<file path="config.mk">
export PLATFORM = sky130hd
export DESIGN_NAME = adder_result_accum
export DESIGN_NICKNAME = d
export VERILOG_FILES = /design/src/rtl/adder_result_accum.sv
export SDC_FILE = /design/constraint.sdc
export NUM_CORES = 1
export LEC_CHECK = 0
export CAP_MARGIN = 20
export CORE_ASPECT_RATIO = 1.1
export CORE_UTILIZATION = 45
export DETAILED_ROUTE_END_ITERATION = 8
export PLACE_DENSITY = 0.74
export SYNTH_ARGS = -nofsm -noshare
export SYNTH_HDL_FRONTEND = slang
export SYNTH_SLANG_ARGS = --single-unit
export TNS_END_PERCENT = 50
</file>
<file path="constraint.sdc">
create_clock -name clk -period 4.7 [get_ports clk]
set_input_delay 1.41 -clock clk [delete_from_list [all_inputs] [get_ports clk]]
set_output_delay 1.41 -clock clk [all_outputs]
set_load 0.05 [all_outputs]
</file>
<file path="src/rtl/adder_result_accum.sv">
// Accumulates BURST_LEN adder sums into one ACC_W-bit result; optional saturation via ADDER_RESULT_ACCUM_SAT_EN.
// Latency: result valid the cycle after the final accepted sample. Backpressure: in_ready low while a result waits on out_ready.
module adder_result_accum #(
    parameter int BURST_LEN = 4,
    parameter int ACC_W     = 8
) (
    input  logic             clk,
    input  logic             rst_n,
    input  logic [2:0]       sum_in,
    input  logic             in_valid,
    output logic             in_ready,
    input  logic             clear,
    output logic [ACC_W-1:0] out_data,
    output logic             out_valid,
    input  logic             out_ready,
    output logic             ovf
);

    typedef enum logic [1:0] {IDLE, ACCUM, HOLD} state_t;

    localparam logic [7:0] BURST_LEN_C = 8'(BURST_LEN);

    state_t           state_q, state_d;
    logic [ACC_W-1:0] acc_q, acc_d;
    logic [ACC_W-1:0] out_data_q, out_data_d;
    logic [7:0]       cnt_q, cnt_d;
    logic             ovf_trk_q, ovf_trk_d;
    logic             ovf_q, ovf_d;

    logic             accept;
    logic [ACC_W:0]   sum_ext;
    logic [ACC_W:0]   add_full;
    logic             add_ovf;
    logic [ACC_W-1:0] add_res;

    // clear is allowed to gate in_ready combinationally; in_valid/out_ready never reach it
    assign in_ready  = (state_q != HOLD) && !clear;
    assign out_valid = (state_q == HOLD);
    assign out_data  = out_data_q;
    assign ovf       = ovf_q;
    assign accept    = in_valid && in_ready;

    assign sum_ext  = {{(ACC_W-2){1'b0}}, sum_in};
    assign add_full = {1'b0, acc_q} + sum_ext;
    assign add_ovf  = add_full[ACC_W];

`ifdef ADDER_RESULT_ACCUM_SAT_EN
    assign add_res = add_ovf ? {ACC_W{1'b1}} : add_full[ACC_W-1:0];
`else
    assign add_res = add_full[ACC_W-1:0];
`endif

    always_comb begin
        state_d    = state_q;
        acc_d      = acc_q;
        cnt_d      = cnt_q;
        ovf_trk_d  = ovf_trk_q;
        out_data_d = out_data_q;
        ovf_d      = ovf_q;
        case (state_q)
            IDLE: begin
                if (clear) begin
                    acc_d = '0;
                    cnt_d = '0;
                end else if (accept) begin
                    acc_d     = sum_ext[ACC_W-1:0];
                    cnt_d     = 8'd1;
                    ovf_trk_d = 1'b0;
                    if (BURST_LEN_C == 8'd1) begin
                        state_d    = HOLD;
                        out_data_d = sum_ext[ACC_W-1:0];
                        ovf_d      = 1'b0;
                    end else begin
                        state_d = ACCUM;
                    end
                end
            end
            ACCUM: begin
                if (clear) begin
                    acc_d   = '0;
                    cnt_d   = '0;
                    state_d = IDLE;
                end else if (accept) begin
                    acc_d     = add_res;
                    cnt_d     = cnt_q + 8'd1;
                    ovf_trk_d = ovf_trk_q | add_ovf;
                    if (cnt_d == BURST_LEN_C) begin
                        state_d    = HOLD;
                        out_data_d = add_res;
                        ovf_d      = ovf_trk_q | add_ovf;
                    end
                end
            end
            HOLD: begin
                if (out_ready) begin
                    state_d = IDLE;
                    cnt_d   = '0;
                end
            end
            default: state_d = IDLE;
        endcase
    end

    always_ff @(posedge clk) begin
        if (!rst_n) begin
            state_q    <= IDLE;
            acc_q      <= '0;
            cnt_q      <= '0;
            ovf_trk_q  <= 1'b0;
            out_data_q <= '0;
            ovf_q      <= 1'b0;
        end else begin
            state_q    <= state_d;
            acc_q      <= acc_d;
            cnt_q      <= cnt_d;
            ovf_trk_q  <= ovf_trk_d;
            out_data_q <= out_data_d;
            ovf_q      <= ovf_d;
        end
    end

endmodule

</file>
==> results.yml <==
detailed_routing:
  wl_met3_um: 94
  drc: 0
  routed-via-count: 1405
  vias_per_cell: 5.363
  top_layer_used: "met4"
  wirelength_um: 3358
  drt_iter0_drc: 59
  wl_per_cell_um: 12.82
  drt-pass1-iter-count: 4
  wl_met1_um: 1548
  wl_met2_um: 1674
  drt.antenna.violating_nets: 0
finish:
  final_cell_mix: "28 x dfxtp_1, 18 x nand2_1, 17 x clkdlybuf4s50_1"
  final_common_cell: "dfxtp_1"
  post-route-util_pct: 53.85
  fin_area_um2: 1968
  n_antenna_cell: 0
  drive_gt1_share_pct: 8.019
  syn_to_final_growth_pct: 14.23
  fin_nets: 231
  num-fill-cells: 366
sta:
  finalCriticalPeriod_ns: 3.828
  worst_pin_slew_ns: 0.8737
  max_clock_freq_mhz: 261.2
  max_slew_margin_pct: 41.75
  fin_setup_tns_ns: 0
  slew_viol_final: 0
  setup_viol: 0
  rsz0062_at_grt: "false"
  period_share_pct: 81.46
  clock_skew_ns: 0.001796
  hold_viol: 0
  fin_ws_ns: 0.8716
  whs_ns: 0.4639
synth:
  ys_warn_count: 0
  syn_avg_cell_area_um2: 8.658
  syn-num-nets: 217
  ys_ff_latch: 28
  yosysUniqueCellTypes: 50
  seq_area_frac_synth_pct: 32.53
  syn-cell-area_um2: 1723
  syn_inst: 199
floorplanning:
  fp-row-count: 23
  core_um2: 3655
  ios: 19
  die_x_um: 61.00
  initial_core_util_pct: 47.14
  die_h_um: 66.90
  die_area_um2: 4080
clock_network:
  ctsResizeCount: 0
  clockBufferDepth: 2
  htreeDepth: 1
  clk_pin_slew_worst_paths_ns: 0.10
  cts_inserted_buffers: 3
  clock_latency_ns: 0.28
  postCtsSetupRepairBufs: 0
  root_buffer: "clkbuf_8"
  numClockSinks: 28
  cts_hold_buf: 0
  cts_tree: "yes"
worst_hold_path:
  min_path_type: "reg -> reg"
placed_design:
  dp_hpwl_um: 2386
  gp_congestion: 0.7738
  place_area_um2: 1897
  place.port_buffers: 18
  dp_slack_ns: 0.8678
setup_path:
  critical_path.endpoint_type: "primary output"
  endpoint: "in_ready"
  worstSetupPathType: "in -> out"
  rrSetupSlack_ns: 2.34
  timing.rr.end: "out_data[0]"
  reg2reg_depth: 7
  crit_arrival_ns: 2.42
  cp.required_ns: 3.29
  critPathLaunch: "clear"
  cp-start-kind: "primary input"
  path_max_fanout: 10
  r2r-start: "state_q[1]"
pwr:
  combinationalPowerShare_pct: 11.7
  clkPwrFrac_pct: 39.0
  cell_internal_pwr_w: 0.0003797
  power_density_nw_per_um2: 250.1
  p_switching_w: 0.0001126
  ir_worst_vdd_mv: 0.1445
  swShare_pct: 22.87
  p_seq_share_pct: 49.4
  p_leak_nw: 0.7867
outcome:
  status: "finished clean"
global_routing:
  grtUsageTotal_pct: 18.05
  grt_max_degree: 29
  grt_pass1_vias: 1258
  antenna_found_initial: 0
  grt_pass1_wl_um: 5540
  grt.overflow.total: 0
run:
  cap_violations: 0
-- area by class of cell --
| type | count | area, um2 | area share, % |
|---|---|---|---|
| clock inverter | 1 | 30.03 | 1.526 |
| timing repair buffer | 19 | 185.2 | 9.409 |
| multi-input combinational | 153 | 1059 | 53.78 |
| clock buffer | 3 | 41.29 | 2.098 |
| sequential | 28 | 560.5 | 28.48 |
| inverter | 8 | 30.03 | 1.526 |
| tap | 50 | 62.56 | 3.179 |
-- registers in the layout, indices dropped and copies added (netlist names) --
signal and cells:
ovf_trk_q 1, acc_q 8, ovf 1, state_q 2, cnt_q 8, out_data 8
-- Yosys cell counts, drive strengths merged --
cell type	count	area, um2
clkbuf	4	15.01
fa	1	20.02
o21ai	11	55.05
nor3b	1	7.510
nand2b	1	6.260
nor3	9	45.04
or2b	2	15.01
mux2	1	11.26
or2	1	8.760
buf	6	58.80
a21o	3	22.52
o311ai	1	16.27
a211oi	1	7.510
and4	1	10.01
inv	8	30.03
nand4	1	6.260
and2b	1	7.510
a21oi	14	70.07
o311a	1	10.01
nor2	10	37.54
or3	2	12.51
o22ai	2	12.51
and3	4	27.52
o2111ai	1	8.760
mux2i	6	60.06
dfxtp	28	560.5
nor2b	12	82.58
o211a	5	50.05
xnor2	3	26.28
xor2	4	35.03
nor4	1	6.260
nand2	19	78.82
and2	5	31.28
o31a	1	8.760
nand3	6	35.03
o31ai	1	7.510
a21boi	6	45.04
o221a	1	11.26
ha	9	112.6
or3b	2	17.52
a32oi	1	8.760
nor4b	2	23.77
-- critical path, stage by stage --
cell,delay [ns]
clkdlybuf4s50_1,0.71
nor2_1,0.10
buf_4,0.20
-- power groups by stage --
stage	combinational [W]	sequential [W]	clock (W)
floorplan	0.0000437	0.000248	0
global placement	0.0000570	0.000248	0
detailed placement	0.0000571	0.000249	0
CTS	0.0000575	0.000243	0.000197
global route	0.0000634	0.000243	0.000203
finish	0.0000575	0.000243	0.000192
-- logic make-up (layout without fill, tap and decap cells) --
family,after synthesis,in the layout,share of synthesized area (%)
and+or+nand+nor,80,80,26.65
muxes,7,7,4.140
AOI/OAI and AO/OA,49,49,19.39
buffers and inverters,18,31,6.027
xor gates and xnor gates,7,7,3.559
DFF,28,28,32.53
adders and majority gates,10,10,7.698
-- stage by stage --
| stage | std cells | total power, W |
|---|---|---|
| 2_1_floorplan | 199 | 0.0002913 |
| 3_3_place_gp | 258 | 0.0003054 |
| 3_5_place_dp | 258 | 0.0003058 |
| 4_1_cts | 262 | 0.0004980 |
| 5_1_grt | 262 | 0.0005095 |
| 6_report | 262 | 0.0004922 |
-- per-layer routing --
metal,global-route usage [%],up-vias
met3,2.913,4
met5,0,-
li1,-,726
met4,5.114,0
met1,22.58,658
met2,31.32,17
-- worst min-delay path by stage --
stage	startpoint	end	slack [ns]	cells after the start
2_1_floorplan	ovf_trk_q	ovf_trk_q	0.45	2
3_3_place_gp	ovf	ovf	0.46	2
3_5_place_dp	ovf	ovf	0.45	2
4_1_cts	ovf	ovf	0.47	2
5_1_grt	ovf	ovf	0.49	2
6_report	ovf	ovf	0.46	2
(Power assumes the default switching activity.)
